<file path="src/rtl/pico_pkg.sv">
// Shared pico core package.
// Holds the next-PC mode and the PC controller state enums used by the
// decoder, the PC controller and its bench.
package pico;

    // Next-PC mode from the decoder
    typedef enum logic [1:0] {
        INCREMENT  = 2'd0,
        RELATIVE   = 2'd1,
        SUBROUTINE = 2'd2,
        RETURN     = 2'd3
    } modePC;

    // PC controller sequencing state
    typedef enum logic [1:0] {
        RUN    = 2'd0,
        WAIT   = 2'd1,
        HALTED = 2'd2
    } pcState;

endpackage

</file>
<file path="src/rtl/pc_ctrl_if.sv">
// Decoder <-> PC controller interface.
// master : decoder side, drives mode/offset/target/halt/wfi/interrupt,
//          observes pc and status flags.
// slave  : pc_ctrl side.
interface pc_ctrl_if #(
    parameter int PC_W = 8
);
    import pico::*;

    modePC            mode_pc_i;
    logic [PC_W-1:0]  offset_i;
    logic [PC_W-1:0]  target_i;
    logic             halt_core_i;
    logic             wfi_core_i;
    logic             ext_int_i;
    logic [PC_W-1:0]  pc_o;
    logic             halted_o;
    logic             waiting_o;
    logic             stk_ovf_o;
    logic             stk_unf_o;

    modport master (
        output mode_pc_i, offset_i, target_i, halt_core_i, wfi_core_i, ext_int_i,
        input  pc_o, halted_o, waiting_o, stk_ovf_o, stk_unf_o
    );

    modport slave (
        input  mode_pc_i, offset_i, target_i, halt_core_i, wfi_core_i, ext_int_i,
        output pc_o, halted_o, waiting_o, stk_ovf_o, stk_unf_o
    );
endinterface

</file>
<file path="src/rtl/pc_ctrl_ret_stack.sv">
// Circular return-address stack.
// Ports: clk_i/rst_i (sync, active-high), push_i/push_data_i write a new
// return address, pop_i discards the top entry, pop_data_o shows the top
// entry combinationally, full_o/empty_o report depth.
// A push while full overwrites the oldest entry. A pop while empty is
// ignored. Storage is not reset; only pointer and depth are.
module ret_stack #(
    parameter int PC_W    = 8,
    parameter int STACK_D = 4
) (
    input  logic            clk_i,
    input  logic            rst_i,
    input  logic            push_i,
    input  logic [PC_W-1:0] push_data_i,
    input  logic            pop_i,
    output logic [PC_W-1:0] pop_data_o,
    output logic            full_o,
    output logic            empty_o
);
    localparam int PTR_W = $clog2(STACK_D);

    logic [PC_W-1:0]  mem_q [STACK_D];
    logic [PTR_W-1:0] wr_ptr_q, wr_ptr_d;
    logic [PTR_W:0]   depth_q, depth_d;

    assign full_o     = (depth_q == (PTR_W+1)'(STACK_D));
    assign empty_o    = (depth_q == '0);
    // wr_ptr always points one past the top; when full it also points at
    // the oldest entry, which is what an overflowing push replaces.
    assign pop_data_o = mem_q[wr_ptr_q - PTR_W'(1)];

    always_comb begin
        wr_ptr_d = wr_ptr_q;
        depth_d  = depth_q;
        if (push_i) begin
            wr_ptr_d = wr_ptr_q + PTR_W'(1);
            if (!full_o) begin
                depth_d = depth_q + (PTR_W+1)'(1);
            end
        end else if (pop_i && !empty_o) begin
            wr_ptr_d = wr_ptr_q - PTR_W'(1);
            depth_d  = depth_q - (PTR_W+1)'(1);
        end
    end

    always_ff @(posedge clk_i) begin
        if (rst_i) begin
            wr_ptr_q <= '0;
            depth_q  <= '0;
        end else begin
            wr_ptr_q <= wr_ptr_d;
            depth_q  <= depth_d;
        end
    end

    always_ff @(posedge clk_i) begin
        if (push_i && !rst_i) begin
            mem_q[wr_ptr_q] <= push_data_i;
        end
    end
endmodule

</file>
<file path="src/rtl/pc_ctrl.sv">
// Program-counter controller.
// Ports: clk_i, rst_i (sync, active-high), bus (pc_ctrl_if.slave) carrying
// the decoder's next-PC mode, branch offset, call target, halt/wfi requests,
// the external interrupt, and returning pc plus halted/waiting/overflow/
// underflow status.
//
// state  | meaning
// -------+-----------------------------------------------------------
// RUN    | pc advances every cycle according to mode_pc_i
// WAIT   | pc and stack frozen until ext_int_i, then pc+1
// HALTED | everything frozen; only rst_i leaves
module pc_ctrl
    import pico::*;
#(
    parameter int PC_W    = 8,
    parameter int STACK_D = 4
) (
    input  logic      clk_i,
    input  logic      rst_i,
    pc_ctrl_if.slave  bus
);
    pcState          state_q, state_d;
    logic [PC_W-1:0] pc_q, pc_d;
    logic            ovf_q, ovf_d;
    logic            unf_q, unf_d;

    logic            push, pop;
    logic [PC_W-1:0] pc_inc;
    logic [PC_W-1:0] pop_data;
    logic            stk_full, stk_empty;

    assign pc_inc = pc_q + PC_W'(1);

    ret_stack #(
        .PC_W    (PC_W),
        .STACK_D (STACK_D)
    ) u_ret_stack (
        .clk_i       (clk_i),
        .rst_i       (rst_i),
        .push_i      (push),
        .push_data_i (pc_inc),
        .pop_i       (pop),
        .pop_data_o  (pop_data),
        .full_o      (stk_full),
        .empty_o     (stk_empty)
    );

    always_comb begin
        state_d = state_q;
        pc_d    = pc_q;
        ovf_d   = ovf_q;
        unf_d   = unf_q;
        push    = 1'b0;
        pop     = 1'b0;
        unique case (state_q)
            RUN: begin
                if (bus.halt_core_i) begin
                    state_d = HALTED;
                end else if (bus.wfi_core_i && !bus.ext_int_i) begin
                    state_d = WAIT;
                end else begin
                    unique case (bus.mode_pc_i)
                        INCREMENT: pc_d = pc_inc;
                        // Plain modular add equals adding the sign-extended offset
                        RELATIVE:  pc_d = pc_q + bus.offset_i;
                        SUBROUTINE: begin
                            pc_d = bus.target_i;
                            push = 1'b1;
                            if (stk_full) begin
                                ovf_d = 1'b1;
                            end
                        end
                        RETURN: begin
                            if (stk_empty) begin
                                pc_d  = '0;
                                unf_d = 1'b1;
                            end else begin
                                pc_d = pop_data;
                                pop  = 1'b1;
                            end
                        end
                        default: pc_d = pc_inc;
                    endcase
                end
            end
            WAIT: begin
                if (bus.ext_int_i) begin
                    state_d = RUN;
                    pc_d    = pc_inc;
                end
            end
            HALTED: begin
                state_d = HALTED;
            end
            default: state_d = RUN;
        endcase
    end

    always_ff @(posedge clk_i) begin
        if (rst_i) begin
            state_q <= RUN;
            pc_q    <= '0;
            ovf_q   <= 1'b0;
            unf_q   <= 1'b0;
        end else begin
            state_q <= state_d;
            pc_q    <= pc_d;
            ovf_q   <= ovf_d;
            unf_q   <= unf_d;
        end
    end

    assign bus.pc_o      = pc_q;
    assign bus.halted_o  = (state_q == HALTED);
    assign bus.waiting_o = (state_q == WAIT);
    assign bus.stk_ovf_o = ovf_q;
    assign bus.stk_unf_o = unf_q;
endmodule

</file>
<file path="src/flat_wrapper.sv">
// flat-port wrapper written by rule: the top's interface ports become plain ports
module pc_ctrl_flat import pico::*;
#(
    parameter int PC_W    = 8,
    parameter int STACK_D = 4
)
  (clk_i, rst_i, bus_mode_pc_i, bus_offset_i, bus_target_i, bus_halt_core_i, bus_wfi_core_i, bus_ext_int_i, bus_pc_o, bus_halted_o, bus_waiting_o, bus_stk_ovf_o, bus_stk_unf_o);
  pc_ctrl_if #(.PC_W(PC_W)) bus_i ();
  input  logic clk_i;
  input  logic rst_i;
  input wire logic [$bits(bus_i.mode_pc_i)-1:0] bus_mode_pc_i;
  input wire logic [$bits(bus_i.offset_i)-1:0] bus_offset_i;
  input wire logic [$bits(bus_i.target_i)-1:0] bus_target_i;
  input wire logic [$bits(bus_i.halt_core_i)-1:0] bus_halt_core_i;
  input wire logic [$bits(bus_i.wfi_core_i)-1:0] bus_wfi_core_i;
  input wire logic [$bits(bus_i.ext_int_i)-1:0] bus_ext_int_i;
  output wire logic [$bits(bus_i.pc_o)-1:0] bus_pc_o;
  output wire logic [$bits(bus_i.halted_o)-1:0] bus_halted_o;
  output wire logic [$bits(bus_i.waiting_o)-1:0] bus_waiting_o;
  output wire logic [$bits(bus_i.stk_ovf_o)-1:0] bus_stk_ovf_o;
  output wire logic [$bits(bus_i.stk_unf_o)-1:0] bus_stk_unf_o;
  assign bus_i.mode_pc_i = bus_mode_pc_i;
  assign bus_i.offset_i = bus_offset_i;
  assign bus_i.target_i = bus_target_i;
  assign bus_i.halt_core_i = bus_halt_core_i;
  assign bus_i.wfi_core_i = bus_wfi_core_i;
  assign bus_i.ext_int_i = bus_ext_int_i;
  assign bus_pc_o = bus_i.pc_o;
  assign bus_halted_o = bus_i.halted_o;
  assign bus_waiting_o = bus_i.waiting_o;
  assign bus_stk_ovf_o = bus_i.stk_ovf_o;
  assign bus_stk_unf_o = bus_i.stk_unf_o;
  pc_ctrl #(.PC_W(PC_W), .STACK_D(STACK_D)) u_core (.clk_i(clk_i), .rst_i(rst_i), .bus(bus_i));
endmodule
</file>
<file path="config.mk">
export PLATFORM = sky130hd
export DESIGN_NAME = pc_ctrl_flat
export DESIGN_NICKNAME = d
export VERILOG_FILES = /design/src/rtl/pico_pkg.sv /design/src/rtl/pc_ctrl_if.sv /design/src/rtl/pc_ctrl_ret_stack.sv /design/src/rtl/pc_ctrl.sv /design/src/flat_wrapper.sv
export SDC_FILE = /design/constraint.sdc
export NUM_CORES = 1
export LEC_CHECK = 0
export CORE_ASPECT_RATIO = 0.6
export CORE_UTILIZATION = 50
export CTS_CLUSTER_DIAMETER = 200
export DETAILED_ROUTE_END_ITERATION = 10
export MAX_ROUTING_LAYER = met4
export PLACE_DENSITY = 0.74
export SLEW_MARGIN = 20
export SYNTH_ARGS = -nofsm -noshare
export SYNTH_HDL_FRONTEND = slang
export SYNTH_SLANG_ARGS = --single-unit
export TNS_END_PERCENT = 30
</file>
<file path="constraint.sdc">
create_clock -name clk_i -period 1.94 [get_ports clk_i]
set_clock_uncertainty 0.05 [all_clocks]
set_input_delay 0.388 -clock clk_i [delete_from_list [all_inputs] [get_ports clk_i]]
set_output_delay 0.388 -clock clk_i [all_outputs]
set_load 0.02 [all_outputs]
</file>
==> impl_metrics.py, run 1 <==
metrics = {
    "drt": {
        "drt-vias-per-instance": 5.912,
        "wl_um": 7275,
        "antenna_left": 0,
        "drc_errors": 0,
        "wl_met1_um": 3293,
        "wl_met2_um": 3337,
        "dr_wl_met3_um": 548,
        "drt-pass1-iter-count": 5,
        "drt-initial-drc-count": 178,
        "wl_per_cell_um": 18.37,
        "dr_total_vias": 2341,
        "dr.max_layer_used": "met4",
    },
    "sta": {
        "hold_violations": 0,
        "fin_crit_sh": 1.010,
        "worstMarginPinSlew_ps": 460.1,
        "rsz0062_at_grt": "true",
        "slew_headroom": 0.6909,
        "hold_slack_ps": 424.0,
        "final-setup-viol-count": 2,
        "fmax_mhz": 510.1,
        "layout_setup_ws_ps": -20.37,
        "period_minus_slack_ps": 1960,
        "report.final.slew_viol_count": 0,
    },
    "final_layout": {
        "drive_gt1_frac": 0.3515,
        "antennaDiodeCount": 0,
        "finish.instance_area_mm2": 0.003931,
        "nNetsFinal": 366,
        "instances_no_fill": 396,
        "syn_to_final_growth_pct": 44.19,
        "fillers": 353,
    },
    "power_and_ir_drop": {
        "peakVddDrop_v": 0.0004553,
        "total_power_mw": 2.574,
        "powerDensity_mw_per_mm2": 654.7,
        "p_leak_nw": 1.517,
    },
    "floorplanning": {
        "die_h_um": 59.20,
        "die-area_mm2": 0.005762,
        "start_util": 0.5289,
        "core_mm2": 0.005155,
        "die_w_um": 97.33,
        "row_count": 20,
        "pin_count": 35,
    },
    "placed_design": {
        "dp.cells": 381,
        "pre_cts_ws_ps": -517.5,
        "dpl.hpwl_um": 5174,
        "gp_congestion": 0.8607,
        "placed_cell_area_mm2": 0.003583,
        "portBuffers": 34,
    },
    "logic_synthesis": {
        "yosys_most_used_dff": "edfxtp_1",
        "synth_area_mm2": 0.002726,
        "synth_cells": 236,
        "ys.warnings.count": 0,
        "seq_area_frac_synth": 0.4773,
        "syn_area_per_cell_um2": 11.55,
        "synth_cell_types": 57,
        "synthesis.nets": 273,
        "ys_ff_latch": 49,
        "async_reset_ff_frac": 0,
        "synth_edf_count": 32,
    },
    "hold_path": {
        "holdPathStages": 3,
        "worstHoldPathType": "input port to flop",
    },
    "clocking": {
        "cts_tree": "done",
        "cts_root_buf": "clkbuf_8",
        "numClockSinks": 49,
        "htreeDepth": 2,
        "clock_latency_ps": 310,
        "numCtsBuffers": 5,
        "cts_buffer_depth": 2,
        "clk_pin_slew_ps": 100,
        "cts_hold_buf": 0,
    },
    "grt": {
        "grt_overflow": 0,
        "grt_antenna_before_repair": 0,
        "track_usage": 0.2682,
        "grt_max_degree": 19,
        "grt_pass1_vias": 2214,
        "grt_pass1_wl_um": 11030,
    },
    "worst_setup_path": {
        "path_class": "flop to flop",
        "ff2ff_path_depth": 7,
        "path_max_fanout": 3,
        "slowest_stage": "dfxtp_4",
        "path_cells": "ha_4, fa_2, a21o_1, a21oi_2, nand2b_4, nand3_4, a2111oi_4",
        "cp-end-kind": "flop",
        "required_ps": 2100,
        "arrival_ps": 2120,
        "cpPeakStageDelay_ps": 370,
        "worst_setup_path_start_kind": "flop",
    },
    "run": {
        "maxCapViolCount": 0,
    },
    "outcome": {
        "outcome": "finished with violations",
        "failed_checks": "setup timing",
    },
}
[state kept, by name, summed over array words and instances (netlist names)]
| register | flops |
|---|---|
| u_core.u_ret_stack.mem_q | 32 |
| u_core.bus.pc_o | 8 |
| u_core.u_ret_stack.depth_q | 3 |
| u_core.state_q | 2 |
| u_core.u_ret_stack.wr_ptr_q | 2 |
| u_core.bus.stk_ovf_o | 1 |
| u_core.bus.stk_unf_o | 1 |
[report_power, final]
| group | total [mW] | internal [mW] | switching (mW) |
|---|---|---|---|
| logic | 0.751 | 0.391 | 0.359 |
| registers | 1.17 | 1.15 | 0.0277 |
| clock network | 0.650 | 0.270 | 0.380 |
| total | 2.57 | 1.81 | 0.767 |
[path summary, 6_finish.rpt]
path,to,start,slack (ps)
min reg2reg,u_core.bus.stk_unf_o$_SDFFE_PP0P_,u_core.bus.stk_unf_o$_SDFFE_PP0P_,440
min,u_core.state_q[0]$_SDFFE_PP0P_,bus_ext_int_i,420
max,u_core.bus.pc_o[4]$_SDFFE_PP0P_,u_core.bus.pc_o[0]$_SDFFE_PP0P_,-20
max reg2reg,u_core.bus.pc_o[4]$_SDFFE_PP0P_,u_core.bus.pc_o[0]$_SDFFE_PP0P_,-20
[routing by layer]
metal | up-vias | GRT usage
met1 | 1146 | 0.3668
li1 | 1090 | -
met2 | 94 | 0.4165
met4 | 0 | 0.07353
met5 | - | -
met3 | 11 | 0.05307
[cells in the mapped netlist, types with 3 or more instances]
cell type,count,area [µm²]
and2_1,5,31.28
a31oi_1,3,18.77
nor3_1,4,20.02
a211oi_1,4,30.03
xor2_1,3,26.28
xnor2_1,9,78.83
o21ai_1,3,15.01
clkbuf_1,3,11.26
o21ai_0,4,20.02
nand2b_1,7,43.79
ha_1,12,150.1
edfxtp_1,32,960.9
buf_2,6,30.03
nor2_1,16,60.06
inv_1,8,30.03
buf_6,3,33.78
nand2_1,10,37.54
nand3_1,6,30.03
mux4_2,8,180.2
dfxtp_1,17,340.3
nand3b_1,3,22.52
nand4_1,4,25.02
a21oi_1,16,80.08
nor2b_1,3,18.77
[metrics by stage]
stage | TNS, ps | util
after floorplan | -20.97 | -
after global placement | -14580 | 0.6951
after detailed placement | -16330 | 0.6951
after CTS | -76.95 | 0.7454
after global routing | -256.0 | 0.7626
final | -36.31 | 0.7626
[cells in the final DEF, fill, tap and decap left out, types with 4 or more instances in the layout]
cell	synthesis	routed
dfxtp_1	17	14
o21ai_0	4	4
dlygate4sd2_1	0	7
nand3_1	6	5
buf_12	0	4
nand2_1	10	9
buf_4	0	59
inv_1	8	7
mux4_2	8	8
nand4_1	4	4
nor2_1	16	15
a21oi_1	16	13
edfxtp_1	32	32
clkdlybuf4s50_1	0	25
clkbuf_8	0	5
ha_4	0	4
xnor2_1	9	9
nand2b_1	7	5
ha_1	12	8
and2_1	5	4
[cell families (layout without fill, tap and decap cells)]
group | after synthesis | count (layout) | share of synthesized area
compound gates | 57 | 57 | 0.1496
xor+xnor | 12 | 12 | 0.03855
fa+ha+maj | 14 | 14 | 0.06976
buf+inv | 20 | 114 | 0.03855
flops | 49 | 49 | 0.4773
mux | 10 | 10 | 0.07526
simple gates | 74 | 74 | 0.1510
[worst max-delay path, delay by kind of cell (launching register included)]
family	cells	cell delay, ps
fa+ha+maj	2	510
flops	1	370
simple gates	2	260
compound gates	3	680
[cell type report]
class                           count  area, µm²  share of cell area
Clock buffer                        5      68.82             0.01750
Clock inverter                      3      28.78            0.007320
Inverter                            8      30.03            0.007638
Multi-Input combinational cell    167       1543              0.3924
Sequential cell                    49       1308              0.3326
Tap cell                           66      82.58             0.02101
Timing Repair Buffer               98      870.8              0.2215
[repair_timing]
item	in CTS	in global routing
setup buffers	4	3
setup endpoints to repair	42	8
gates cloned	0	0
gates resized for setup	29	11
endpoints found under the hold margin	0	0
pin swaps	15	7
Power figures use the tool's default switching activity.
==> run 2, diff against run 1 <==
--- a/config.mk
+++ b/config.mk
@@ -5,7 +5,6 @@
 export SDC_FILE = /design/constraint.sdc
 export NUM_CORES = 1
 export LEC_CHECK = 0
-export CORE_ASPECT_RATIO = 0.6
 export CORE_UTILIZATION = 50
 export CTS_CLUSTER_DIAMETER = 200
 export DETAILED_ROUTE_END_ITERATION = 10
==> run 2 against run 1 <==
The run still ends with setup timing left. Critical path depth unchanged. Final cell count is 0.25% higher. Fmax fell by 0.14%. Register-to-register slack is essentially flat. Count of clock-buffer cells in the layout did not move. Via count is 1.1% higher. Sequential power about the same. Power barely moved. Largest cell class unchanged.
==> impl_metrics.py, run 2 (synthesized netlist as in run 1, its figures left out) <==
metrics = {
    "outcome": {
        "outcome": "finished with violations",
        "failed_checks": "setup timing",
    },
    "power_and_ir_drop": {
        "swShare": 0.3043,
        "powerDensity_mw_per_mm2": 664.2,
        "netSwitchingPower_mw": 0.7836,
        "total_power_mw": 2.575,
        "pwr-share-clk": 0.261,
        "internal-power_mw": 1.791,
        "p_leak_nw": 1.555,
        "peakVddDrop_v": 0.0005980,
        "seqPwrFrac": 0.457,
        "combPwrFrac": 0.283,
    },
    "clocking": {
        "numClockSinks": 49,
        "cts_root_buf": "clkbuf_8",
        "cts_tree": "done",
        "cts_hold_buf": 0,
        "clock_latency_ps": 320,
        "htreeDepth": 2,
        "clk_pin_slew_ps": 100,
        "numCtsBuffers": 5,
        "cts_buffer_depth": 2,
    },
    "grt": {
        "track_usage": 0.2792,
        "grt_pass1_vias": 2185,
        "grt_overflow": 0,
        "grt_max_degree": 19,
        "grt_antenna_before_repair": 0,
        "grt_pass1_wl_um": 10970,
    },
    "final_layout": {
        "syn_to_final_growth_pct": 42.18,
        "nNetsFinal": 363,
        "fillers": 332,
        "antennaDiodeCount": 0,
        "layout_common_cells": "buf_4 (56), edfxtp_1 (32), clkdlybuf4s50_1 (23)",
        "final_core_util": 0.7494,
        "regMostFlops": "u_core.u_ret_stack.mem_q",
        "drive_gt1_frac": 0.3425,
        "largest_reg_flops": 32,
        "layout_commonest_cell": "buf_4",
    },
    "worst_setup_path": {
        "critPathLaunch": "u_core.bus.pc_o[0]$_SDFFE_PP0P_",
        "cp-end-kind": "flop",
        "r2r_start": "u_core.bus.pc_o[0]$_SDFFE_PP0P_",
        "path_max_fanout": 3,
        "worst_setup_path_start_kind": "flop",
        "required_ps": 2110,
        "arrival_ps": 2140,
        "path_class": "flop to flop",
    },
    "floorplanning": {
        "row_count": 26,
        "die_h_um": 75.84,
        "start_util": 0.5271,
        "die_w_um": 75.84,
        "pin_count": 35,
        "core_mm2": 0.005172,
        "die-area_mm2": 0.005752,
    },
    "sta": {
        "fin_crit_sh": 1.012,
        "period_minus_slack_ps": 1963,
        "layout_setup_ws_ps": -23.07,
        "hold_violations": 0,
        "final-setup-viol-count": 2,
        "report.final.slew_viol_count": 0,
        "fmax_mhz": 509.4,
        "slew_headroom": 0.7271,
        "worstMarginPinSlew_ps": 406.2,
        "rsz0062_at_grt": "true",
    },
    "run": {
        "maxCapViolCount": 0,
    },
    "drt": {
        "drt-pass1-iter-count": 4,
        "wl_per_cell_um": 19.31,
        "dr_total_vias": 2367,
        "drt-vias-per-instance": 5.962,
        "antenna_left": 0,
        "wl_um": 7665,
        "drc_errors": 0,
        "drt-initial-drc-count": 225,
    },
    "placed_design": {
        "portBuffers": 34,
        "gp_congestion": 0.9274,
        "dpl.hpwl_um": 5079,
    },
    "hold_path": {
        "worstHoldPathType": "input port to flop",
        "min-delay-start": "bus_ext_int_i",
    },
}
[run 2: worst paths after layout]
kind,slack (ps),to,cells past startpoint
hold reg to reg,440,u_core.bus.stk_unf_o$_SDFFE_PP0P_,2
setup / recovery,-20,u_core.bus.pc_o[4]$_SDFFE_PP0P_,7
hold / removal,320,u_core.state_q[0]$_SDFFE_PP0P_,3
setup reg to reg,-20,u_core.bus.pc_o[4]$_SDFFE_PP0P_,7
[run 2: stage by stage]
| stage | area [µm²] | TNS [ps] | setup WS [ps] | hold slack (ps) | cells |
|---|---|---|---|---|---|
| 2_1_floorplan | 2774 | -20.97 | -10.86 | 416.7 | 236 |
| 3_3_place_gp | 3588 | -15280 | -429.6 | 407.9 | 385 |
| 3_5_place_dp | 3588 | -16960 | -520.7 | 422.2 | 385 |
| 4_1_cts | 3750 | -16.31 | -14.42 | 446.3 | 394 |
| 5_1_grt | 3876 | -304.3 | -63.41 | 333.2 | 397 |
| 6_report | 3876 | -39.81 | -23.07 | 315.8 | 397 |
[run 2: layout make-up]
class,instances,area [µm²],share of cell area
well taps,70,87.58,0.02260
repair buffers,95,860.8,0.2221
multi-input cells,167,1491,0.3848
inverters,8,30.03,0.007747
clock buffers,5,68.82,0.01775
clock inverters,3,28.78,0.007424
flip-flops and latches,49,1309,0.3376
[run 2: timing repair]
action,CTS,global route
setup endpoints to repair,43,44
buffers inserted,1,3
pin swaps,8,14
gates cloned,0,0
resized for setup,18,20
[run 2: power groups by stage]
stage	Combinational [mW]	Clock [mW]	Sequential (mW)
after floorplan	0.334	0	1.22
after global placement	0.632	0	1.20
after detailed placement	0.646	0	1.20
after CTS	0.675	0.671	1.17
after global routing	0.779	0.712	1.18
final	0.728	0.672	1.18
[run 2: routing by layer]
layer | global-route usage | part of all wire | vias to the layer above
met5 | - | 0 | -
met2 | 0.4297 | 0.49 | 120
met4 | 0.1214 | 0.030 | 0
li1 | - | - | 1080
met1 | 0.3636 | 0.41 | 1138
met3 | 0.04894 | 0.070 | 29
[run 2: worst max-delay path, cell delays in order (launching register included)]
cell and delay, ps:
dfxtp_4 370, ha_4 160, fa_2 330, a21o_1 200, a21oi_2 190, nand2b_4 160
nand3_2 90, a2111oi_4 300
